<file path="src/rtl/exec_pkg.sv">
// ---------------------------------------------------------------------------
// exec_pkg
//   Shared definitions for the execute/writeback controller: data and address
//   widths, instruction field positions, opcode and FSM state encodings, and
//   small opcode-classification helpers used by the controller.
// ---------------------------------------------------------------------------
package exec_pkg;

    // Widths
    localparam int DATA_W  = 8;   // register-file data width
    localparam int ADDR_W  = 3;   // register-file address width (8 registers)
    localparam int INSTR_W = 16;  // instruction width

    // Instruction field positions
    localparam int OP_MSB   = 15;
    localparam int OP_LSB   = 12;
    localparam int RD_MSB   = 11;
    localparam int RD_LSB   = 9;
    localparam int RS1_MSB  = 8;
    localparam int RS1_LSB  = 6;
    localparam int RS2_MSB  = 5;
    localparam int RS2_LSB  = 3;
    localparam int IMM8_MSB = 7;
    localparam int IMM6_MSB = 5;

    // Opcodes; 11..15 are undefined
    typedef enum logic [3:0] {
        OP_NOP  = 4'd0,
        OP_ADD  = 4'd1,
        OP_SUB  = 4'd2,
        OP_AND  = 4'd3,
        OP_OR   = 4'd4,
        OP_XOR  = 4'd5,
        OP_SLT  = 4'd6,
        OP_ADDI = 4'd7,
        OP_LI   = 4'd8,
        OP_SHL  = 4'd9,
        OP_SHR  = 4'd10
    } opcode_e;

    // Controller states, one instruction in flight
    typedef enum logic [1:0] {
        ST_IDLE      = 2'd0,
        ST_DECODE    = 2'd1,
        ST_EXECUTE   = 2'd2,
        ST_WRITEBACK = 2'd3
    } state_e;

    // True for the ALU ops that produce a result for rd (and update Z/C)
    function automatic logic writes_rd(input logic [3:0] op);
        logic w;
        case (op)
            OP_ADD, OP_SUB, OP_AND, OP_OR, OP_XOR,
            OP_SLT, OP_ADDI, OP_LI, OP_SHL, OP_SHR: w = 1'b1;
            default:                                w = 1'b0;
        endcase
        return w;
    endfunction

    // True for opcodes outside the defined set
    function automatic logic is_illegal(input logic [3:0] op);
        logic ill;
        if (op == OP_NOP) begin
            ill = 1'b0;
        end else begin
            ill = !writes_rd(op);
        end
        return ill;
    endfunction

endpackage

</file>
<file path="src/rtl/exec_alu.sv">
// ---------------------------------------------------------------------------
// exec_alu
//   Purely combinational ALU for the execute stage.
//   Ports:
//     op     in  4    opcode (exec_pkg::opcode_e encoding)
//     a, b   in  N    operands captured from the register file
//     imm    in  8    instr[7:0]; imm8 for LI, low 6 bits are imm6 for ADDI
//     result out N    modulo-2^N result (0 for NOP / undefined opcodes)
//     z      out 1    result == 0
//     c      out 1    carry-out for ADD/ADDI, borrow for SUB, else 0
// ---------------------------------------------------------------------------
module exec_alu
    import exec_pkg::*;
#(
    parameter int N = DATA_W
) (
    input  logic [3:0]   op,
    input  logic [N-1:0] a,
    input  logic [N-1:0] b,
    input  logic [7:0]   imm,
    output logic [N-1:0] result,
    output logic         z,
    output logic         c
);

    logic [N-1:0] imm6_sext_s;
    logic [N:0]   wide_s;
    logic [2:0]   shamt_s;

    assign imm6_sext_s = {{(N-6){imm[IMM6_MSB]}}, imm[IMM6_MSB:0]};
    assign shamt_s     = b[2:0];

    // Result and carry selection per opcode
    always_comb begin
        result = {N{1'b0}};
        c      = 1'b0;
        wide_s = {(N+1){1'b0}};
        case (op)
            OP_ADD: begin
                wide_s = {1'b0, a} + {1'b0, b};
                result = wide_s[N-1:0];
                c      = wide_s[N];
            end
            OP_SUB: begin
                // The extra top bit of the wrapped difference is set exactly when a < b
                wide_s = {1'b0, a} - {1'b0, b};
                result = wide_s[N-1:0];
                c      = wide_s[N];
            end
            OP_AND:  result = a & b;
            OP_OR:   result = a | b;
            OP_XOR:  result = a ^ b;
            OP_SLT:  result = {{(N-1){1'b0}}, ($signed(a) < $signed(b))};
            OP_ADDI: begin
                wide_s = {1'b0, a} + {1'b0, imm6_sext_s};
                result = wide_s[N-1:0];
                c      = wide_s[N];
            end
            OP_LI:   result = N'(imm);
            OP_SHL:  result = a << shamt_s;
            OP_SHR:  result = a >> shamt_s;
            default: begin
                result = {N{1'b0}};
                c      = 1'b0;
            end
        endcase
    end

    assign z = (result == {N{1'b0}});

endmodule

</file>
<file path="src/rtl/exec_ctrl_unit.sv">
// ---------------------------------------------------------------------------
// exec_ctrl_unit
//   Multicycle execute/writeback controller sitting in front of an 8x8
//   register file. One instruction is accepted per valid/ready handshake and
//   walks IDLE -> DECODE -> EXECUTE -> WRITEBACK, so at most one instruction
//   is in flight and throughput is one instruction every four cycles.
//   Ports:
//     clk          in   1     clock, all state on posedge
//     rst          in   1     synchronous active-high reset
//     instr        in   IW    instruction word
//     instr_valid  in   1     instr present
//     instr_ready  out  1     high in IDLE while rst is low
//     ra1, ra2     out  RA_W  register-file read selects (rs1, rs2)
//     rd1, rd2     in   N     register-file read data (combinational)
//     wa3          out  RA_W  write address (rd)
//     wd3          out  N     write data
//     we3          out  1     write-enable pulse in WRITEBACK
//     done         out  1     completion pulse in WRITEBACK
//     illegal      out  1     undefined-opcode pulse in WRITEBACK
//     flag_z       out  1     zero flag of the last ALU op
//     flag_c       out  1     carry/borrow flag of the last ALU op
// ---------------------------------------------------------------------------
module exec_ctrl_unit
    import exec_pkg::*;
#(
    parameter int N    = DATA_W,
    parameter int RA_W = ADDR_W,
    parameter int IW   = INSTR_W
) (
    input  logic            clk,
    input  logic            rst,
    input  logic [IW-1:0]   instr,
    input  logic            instr_valid,
    output logic            instr_ready,
    output logic [RA_W-1:0] ra1,
    output logic [RA_W-1:0] ra2,
    input  logic [N-1:0]    rd1,
    input  logic [N-1:0]    rd2,
    output logic [RA_W-1:0] wa3,
    output logic [N-1:0]    wd3,
    output logic            we3,
    output logic            done,
    output logic            illegal,
    output logic            flag_z,
    output logic            flag_c
);

    state_e          state_r;
    state_e          state_next_s;
    logic [IW-1:0]   instr_r;
    logic [N-1:0]    op_a_r;
    logic [N-1:0]    op_b_r;
    logic            we3_r;
    logic [3:0]      op_s;
    logic [RA_W-1:0] rd_s;
    logic [N-1:0]    alu_result_s;
    logic            alu_z_s;
    logic            alu_c_s;

    assign op_s = instr_r[OP_MSB:OP_LSB];
    assign rd_s = instr_r[RD_MSB:RD_LSB];

    // Read selects come straight from the latched instruction register, so
    // they are stable for the whole DECODE cycle in which rd1/rd2 are captured.
    assign ra1 = instr_r[RS1_MSB:RS1_LSB];
    assign ra2 = instr_r[RS2_MSB:RS2_LSB];

    // Ready only in IDLE; a reset in the same cycle blocks the handshake.
    assign instr_ready = (state_r == ST_IDLE) && !rst;

    // The write enable is masked by rst so that a reset arriving during
    // WRITEBACK suppresses the register-file write at that very edge.
    assign we3 = we3_r && !rst;

    exec_alu #(
        .N (N)
    ) u_alu (
        .op     (op_s),
        .a      (op_a_r),
        .b      (op_b_r),
        .imm    (instr_r[IMM8_MSB:0]),
        .result (alu_result_s),
        .z      (alu_z_s),
        .c      (alu_c_s)
    );

    // FSM state register
    always_ff @(posedge clk) begin
        if (rst) begin
            state_r <= ST_IDLE;
        end else begin
            state_r <= state_next_s;
        end
    end

    // FSM next-state logic
    always_comb begin
        state_next_s = state_r;
        case (state_r)
            ST_IDLE: begin
                if (instr_valid) begin
                    state_next_s = ST_DECODE;
                end else begin
                    state_next_s = ST_IDLE;
                end
            end
            ST_DECODE:    state_next_s = ST_EXECUTE;
            ST_EXECUTE:   state_next_s = ST_WRITEBACK;
            ST_WRITEBACK: state_next_s = ST_IDLE;
            default:      state_next_s = ST_IDLE;
        endcase
    end

    // Instruction/operand capture, ALU result registration and output pulses
    always_ff @(posedge clk) begin
        if (rst) begin
            instr_r <= {IW{1'b0}};
            op_a_r  <= {N{1'b0}};
            op_b_r  <= {N{1'b0}};
            wa3     <= {RA_W{1'b0}};
            wd3     <= {N{1'b0}};
            we3_r   <= 1'b0;
            done    <= 1'b0;
            illegal <= 1'b0;
            flag_z  <= 1'b0;
            flag_c  <= 1'b0;
        end else begin
            // Pulses last exactly one cycle unless re-armed below
            we3_r   <= 1'b0;
            done    <= 1'b0;
            illegal <= 1'b0;
            case (state_r)
                ST_IDLE: begin
                    if (instr_valid) begin
                        instr_r <= instr;
                    end
                end
                ST_DECODE: begin
                    op_a_r <= rd1;
                    op_b_r <= rd2;
                end
                ST_EXECUTE: begin
                    wd3     <= alu_result_s;
                    wa3     <= rd_s;
                    // $0 is never written so it always reads as zero
                    we3_r   <= writes_rd(op_s) && (rd_s != {RA_W{1'b0}});
                    done    <= 1'b1;
                    illegal <= is_illegal(op_s);
                    // NOP and undefined opcodes leave both flags untouched;
                    // the ALU reports C=0 for the non-arithmetic ops, which
                    // clears the carry as intended.
                    if (writes_rd(op_s)) begin
                        flag_z <= alu_z_s;
                        flag_c <= alu_c_s;
                    end
                end
                ST_WRITEBACK: begin
                    // Pulses fall back to 0 via the defaults above
                end
                default: begin
                    we3_r <= 1'b0;
                end
            endcase
        end
    end

endmodule

</file>
<file path="config.mk">
export PLATFORM = sky130hd
export DESIGN_NAME = exec_ctrl_unit
export DESIGN_NICKNAME = d
export VERILOG_FILES = /design/src/rtl/exec_pkg.sv /design/src/rtl/exec_alu.sv /design/src/rtl/exec_ctrl_unit.sv
export SDC_FILE = /design/constraint.sdc
export NUM_CORES = 1
export LEC_CHECK = 0
export ABC_CLOCK_PERIOD_IN_PS = 6100
export CORE_MARGIN = 5
export CORE_UTILIZATION = 45
export CTS_BUF_LIST = sky130_fd_sc_hd__clkbuf_16
export CTS_CLUSTER_DIAMETER = 150
export CTS_CLUSTER_SIZE = 20
export DETAILED_ROUTE_END_ITERATION = 6
export PLACE_DENSITY = 0.7
export SLEW_MARGIN = 20
export SYNTH_ARGS = -nofsm -noshare
export SYNTH_HDL_FRONTEND = slang
export SYNTH_SLANG_ARGS = --single-unit
</file>
<file path="constraint.sdc">
create_clock -name clk -period 6.1 [get_ports clk]
set_input_delay 0.61 -clock clk [delete_from_list [all_inputs] [get_ports clk]]
set_output_delay 0.61 -clock clk [all_outputs]
set_load 0.02 [all_outputs]
</file>
==> impl_metrics.toml, run 1 <==
[global_route]
antenna_found_initial = 0
grt.overflow.total = 0
grtUsageTotal = 0.2227
grt_pass1_vias = 3718
grt_max_degree = 49
grt_pass1_wl_um = 19840

[clocking]
cts-root-buf = "clkbuf_16"
cts_buffers = 5
cts_sinks = 51
cts-hold-fix-buffers = 0
h-tree-depth = 2
clock_latency_ns = 0.29
cts_tree = "done"
cts_resized = 0
clk_path_buf_depth = 2
post_cts_buffers = 0
clk_pin_slew_ns = 0.07

[sta]
hold_violations = 0
setup_viol = 0
max_freq_mhz = 315.3
rsz0062_at_grt = "no"
fin_crit_ns = 3.171
tns_ns = 0
fin_crit_sh = 0.5199
fin_skew_ns = 0.006275
worst_pin_slew_ns = 1.038
slew_headroom = 0.3081
drv_slew = 0
layout_setup_ws_ns = 2.929

[placed_design]
gp_congestion = 1.098
pre_cts_ws_ns = 3.012
numPortBuffers = 57
place_hpwl_um = 9657
post_dp_cell_area_um2 = 4548

[routing]
ant_nets = 0
routed_wl_um = 12320
vias_per_cell = 6.027
drc = 0
dr.pass1.iters = 6
drt_iter0_drc = 346
vias = 3749
wire_per_inst_um = 19.81

[logic_synthesis]
synth_top_family_by_area = "compound AO/OA/AOI/OAI gates"
ys.flop_type = "dfxtp_1"
yosysWarningCount = 0
synth-seq-cells = 51
syn-num-nets = 559
syn_area_per_cell_um2 = 8.332
synth-edff-count = 0
synthSimpleGateAreaFrac = 0.1837
async_flop_share = 0
synth_fa_ha_area_frac = 0.1297
synth_compound_area_frac = 0.2141
ys_seq_area_frac = 0.2532
syn_area_um2 = 4033
yosysUniqueCellTypes = 63
synth_mux_area_frac = 0.1195
synth_xor_area_frac = 0.02389
synthCells = 484

[pwr]
peakVddDrop_mv = 0.1205
power_density_nw_per_um2 = 217.1
p_leak_uw = 0.001786
total_power_uw = 1020

[worst_setup_path]
r2r_start = "op_b_r[1]"
crit_buf_inv = 1
path_delay_family = "compound AO/OA/AOI/OAI gates"
critical_path_required_ns = 6.30
r2r_end = "flag_z"
worstPathMaxFanout = 22
cp-start-kind = "flop"
crit_slowest_cell = "dfxtp_1"
cp_data_arrival_time_ns = 3.37
criticalPathCategory = "reg2reg"
worst_setup_path_end_kind = "flop"
r2r_setup_slack_ns = 2.93
r2r_cells = 9
crit_path_max_incr_delay_ns = 0.93
path_cells = "inv_1 -> ha_1 -> a21o_1 -> a22oi_1 -> a211o_1 -> o221a_2 -> o21bai_1 -> o311ai_1 -> o41ai_2"

[finish]
insertedDiodeCount = 0
area_growth_pct = 16.54
drive_gt1_frac = 0.05253
stdcell_area_um2 = 4700
final_nets = 588
final_cell_mix = "clkdlybuf4s50_1 (57), dfxtp_1 (51), nand2_1 (50), nor2_1 (47), ha_1 (37)"
final_common_cell = "clkdlybuf4s50_1"
utilization = 0.5389

[floorplanning]
die_height_um = 104.7
die_w_um = 104.7
die_area_um2 = 10950
initial_core_util = 0.4624
io-pin-count = 58
core_area_um2 = 8721
num_rows = 34

[min_path]
worstHoldStart = "instr_r[8]"
min_path_type = "reg2reg"
holdPathEnd = "instr_r[8]"
hold_depth = 2

[status]
outcome = "finished clean"

[run]
maxCapViolations = 0
[cells by family (layout without fill, tap and decap cells)]
| family | count (synthesis) | count (layout) |
|---|---|---|
| DFF | 51 | 51 |
| muxes | 37 | 37 |
| AOI/OAI and AO/OA | 123 | 123 |
| and+or+nand+nor | 157 | 157 |
| buffers and inverters | 65 | 95 |
| xor gates and xnor gates | 11 | 11 |
| adders and majority gates | 40 | 40 |
[synth_stat cells (all sizes together) (2+ instances only)]
master,n,area share
dfxtp,51,0.25
nand2,50,0.047
nor2,47,0.044
ha,37,0.11
a21oi,35,0.043
inv,29,0.027
mux2i,29,0.072
buf,23,0.037
nor3,14,0.019
clkbuf,13,0.012
o21ai,13,0.016
a211oi,10,0.022
nor2b,10,0.016
a22oi,9,0.017
mux4,8,0.047
a21o,7,0.013
nand2b,7,0.013
nand3,7,0.0087
xnor2,7,0.015
o211ai,6,0.011
o21bai,5,0.0093
or2,5,0.0078
a221oi,4,0.0087
nand3b,4,0.0074
o22ai,4,0.0062
xor2,4,0.0087
a211o,3,0.0065
a31oi,3,0.0047
and3,3,0.0047
fa,3,0.015
o21a,3,0.0056
a2bb2oi,2,0.0043
a32oi,2,0.0043
nand4,2,0.0031
nor4,2,0.0031
o211a,2,0.0050
o22a,2,0.0043
o311ai,2,0.0043
or3,2,0.0031
[worst max path at each step]
stage | start | end | slack, ns | cells after the start
finish | op_b_r[1] | flag_z | 2.93 | 9
global route | op_b_r[1] | flag_z | 2.72 | 9
CTS | op_b_r[1] | flag_z | 2.96 | 9
detailed placement | op_b_r[1] | flag_z | 3.01 | 9
global placement | op_b_r[1] | flag_z | 3.11 | 9
floorplan | op_b_r[1] | flag_z | 3.55 | 11
[power breakdown]
group / switching [µW] / total (µW) / internal [µW] / leakage (µW)
Sequential: 51.7 / 412 / 360 / 0.000417
Combinational: 171 / 320 / 149 / 0.00129
Clock: 133 / 289 / 156 / 0.0000748
[flip-flops by register name, summed over array words and instances, names as in the netlist, named ones only]
name     flops
done         1
flag_c       1
flag_z       1
illegal      1
instr_r     16
op_a_r       8
op_b_r       8
state_r      2
wa3          3
wd3          8
we3_r        1
[area by class of cell]
| class | instances | area, µm² |
|---|---|---|
| fillers | 817 | 4021 |
| multi-input cells | 368 | 2705 |
| flip-flops and latches | 51 | 1021 |
| repair buffers | 58 | 578.1 |
| well taps | 108 | 135.1 |
| clock buffers | 5 | 125.1 |
| inverters | 29 | 108.9 |
| clock inverters | 3 | 26.28 |
[worst min-delay path, cell delays in order (launching register included)]
cell and delay (ns):
dfxtp_1 0.32, nand2_1 0.05, a21oi_1 0.05
[per-stage QoR]
| step | instances | hold slack [ns] |
|---|---|---|
| after CTS | 622 | 0.4662 |
| final | 622 | 0.4632 |
| after global routing | 622 | 0.4859 |
| after global placement | 614 | 0.4419 |
| after detailed placement | 614 | 0.4557 |
| after floorplan | 484 | 0.4367 |
[metal layers]
| layer | vias to the layer above | track usage | wire (µm) |
|---|---|---|---|
| met3 | 32 | 0.04131 | 789 |
| met1 | 1779 | 0.2955 | 5420 |
| met2 | 150 | 0.3611 | 5646 |
| met5 | - | 0 | 0 |
| li1 | 1788 | - | - |
| met4 | 0 | 0.08311 | 464 |
Note: power is estimated with default switching activity, not from simulation.
==> run 2, diff against run 1 <==
--- a/config.mk
+++ b/config.mk
@@ -5,14 +5,14 @@
 export SDC_FILE = /design/constraint.sdc
 export NUM_CORES = 1
 export LEC_CHECK = 0
-export ABC_CLOCK_PERIOD_IN_PS = 6100
+export ABC_CLOCK_PERIOD_IN_PS = 2900
 export CORE_MARGIN = 5
 export CORE_UTILIZATION = 45
 export CTS_BUF_LIST = sky130_fd_sc_hd__clkbuf_16
 export CTS_CLUSTER_DIAMETER = 150
 export CTS_CLUSTER_SIZE = 20
 export DETAILED_ROUTE_END_ITERATION = 6
-export PLACE_DENSITY = 0.7
+export PLACE_DENSITY = 0.73
 export SLEW_MARGIN = 20
 export SYNTH_ARGS = -nofsm -noshare
 export SYNTH_HDL_FRONTEND = slang
==> constraint.sdc (replaced) <==
create_clock -name clk -period 2.9 [get_ports clk]
set_input_delay 0.29 -clock clk [delete_from_list [all_inputs] [get_ports clk]]
set_output_delay 0.29 -clock clk [all_outputs]
set_load 0.02 [all_outputs]
==> impl_metrics.toml, run 2 (same netlist as run 1, synthesis figures left out) <==
[finish]
utilization = 0.5554
top_register = "instr_r"
area_growth_pct = 20.11
stdcell_area_um2 = 4843
final_nets = 607
final_common_cell = "clkdlybuf4s50_1"
largest_register_ff_count = 16
insertedDiodeCount = 0
drive_gt1_frac = 0.08630
final_cell_mix = "clkdlybuf4s50_1 (57), dfxtp_1 (51), nand2_1 (50), nor2_1 (47), ha_1 (37)"

[clocking]
h-tree-depth = 2
cts-root-buf = "clkbuf_16"
cts_tree = "done"
clock_latency_ns = 0.29
cts_buffers = 5
cts_resized = 0
post_cts_buffers = 0
clk_path_buf_depth = 2
cts-hold-fix-buffers = 0
clk_pin_slew_ns = 0.07
cts_sinks = 51

[routing]
drt_iter0_drc = 292
routed_wl_um = 12750
drc = 0
wire_per_inst_um = 19.89
dr.pass1.iters = 5
vias_per_cell = 5.984
ant_nets = 0
vias = 3836

[global_route]
grtUsageTotal = 0.2242
grt_pass1_wl_um = 19800
grt.overflow.total = 0
grt_pass1_vias = 3627
grt_max_degree = 46
antenna_found_initial = 0

[worst_setup_path]
cp_data_arrival_time_ns = 2.94
cp-start-kind = "flop"
r2r_cells = 10
critical_path_required_ns = 3.10
path_cells = "buf_4 -> ha_1 -> fa_1 -> a211oi_2 -> o21ai_1 -> a21oi_1 -> xnor2_1 -> a22oi_1 -> o211ai_1 -> o41ai_2"
r2r_end = "flag_z"
critPathLaunch = "op_a_r[0]"
worstPathMaxFanout = 6
crit_slowest_cell = "fa_1"
criticalPathCategory = "reg2reg"
worst_setup_path_end_kind = "flop"
path_delay_family = "compound AO/OA/AOI/OAI gates"
r2r_setup_slack_ns = 0.16
crit_path_max_incr_delay_ns = 0.43
r2r_start = "op_a_r[0]"
crit_buf_inv = 1

[placed_design]
numPortBuffers = 57
post_dp_cell_area_um2 = 4691
gp_congestion = 0.9625
place_hpwl_um = 9997

[min_path]
hold_depth = 2
min_path_type = "reg2reg"
worstHoldStart = "instr_r[8]"
holdPathEnd = "instr_r[8]"

[floorplanning]
num_rows = 34
die_area_um2 = 10950
initial_core_util = 0.4624
io-pin-count = 58
die_height_um = 104.7
core_area_um2 = 8721
die_w_um = 104.7

[sta]
max_freq_mhz = 365.2
rsz0062_at_grt = "no"
worst_pin_slew_ns = 0.6552
slew_headroom = 0.5608
hold_violations = 0
fin_skew_ns = 0.004233
setup_viol = 0
drv_slew = 0
fin_crit_sh = 0.9441
whs_ns = 0.4689
tns_ns = 0
fin_crit_ns = 2.738

[run]
maxCapViolations = 0

[pwr]
peakVddDrop_mv = 0.3032
total_power_uw = 2203
power_density_nw_per_um2 = 454.7
p_leak_uw = 0.001884

[status]
outcome = "finished clean"
==> run 2: cell count changes in the layout (fill, tap and decap cells not counted), sizes merged <==
| cell | previous run | this run |
|---|---|---|
| inv | 31 | 30 |
| clkinvlp | 0 | 1 |
| buf | 1 | 20 |
==> run 2: power breakdown <==
part / switching [µW] / internal (µW) / leakage (µW)
sequential: 67.5 / 757 / 0.000417
clock: 293 / 328 / 0.0000719
combinational: 421 / 336 / 0.00140
==> run 2: per-layer routing <==
metal	vias up	wire length (µm)	part of all wire	global-route usage
li1	1815	-	-	-
met1	1849	5733	0.45	0.3150
met2	150	5933	0.47	0.3661
met3	22	845	0.066	0.03083
met4	0	235	0.018	0.05205
met5	-	0	0	0
==> run 2: final cells by class <==
class / count / area, µm²
clock buffers: 5 / 125.1
repair buffers: 77 / 720.7
well taps: 108 / 135.1
clock inverters: 3 / 27.53
flip-flops and latches: 51 / 1021
inverters: 29 / 108.9
multi-input cells: 368 / 2705
fillers: 785 / 3877
==> run 2: how the worst max path moves through the flow <==
stage	to	slack [ns]	cells after the start
6_report	flag_z	0.16	10
5_1_grt	flag_z	0.006	9
4_1_cts	flag_z	0.19	10
3_5_place_dp	flag_z	0.24	9
3_3_place_gp	flag_z	0.28	9
2_1_floorplan	flag_z	0.35	11
==> run 2: metrics by stage <==
stage / cells / setup WS [ns]
CTS: 641 / 0.1940
floorplan: 484 / 0.3504
finish: 641 / 0.1620
detailed placement: 633 / 0.2376
global route: 641 / 0.006092
global placement: 633 / 0.2814
==> run 2: tightest hold or removal path, delay by kind of cell, from the launching register on <==
kind,cells,cell delay (ns)
compound gates,1,0.05
flops,1,0.32
simple gates,1,0.05
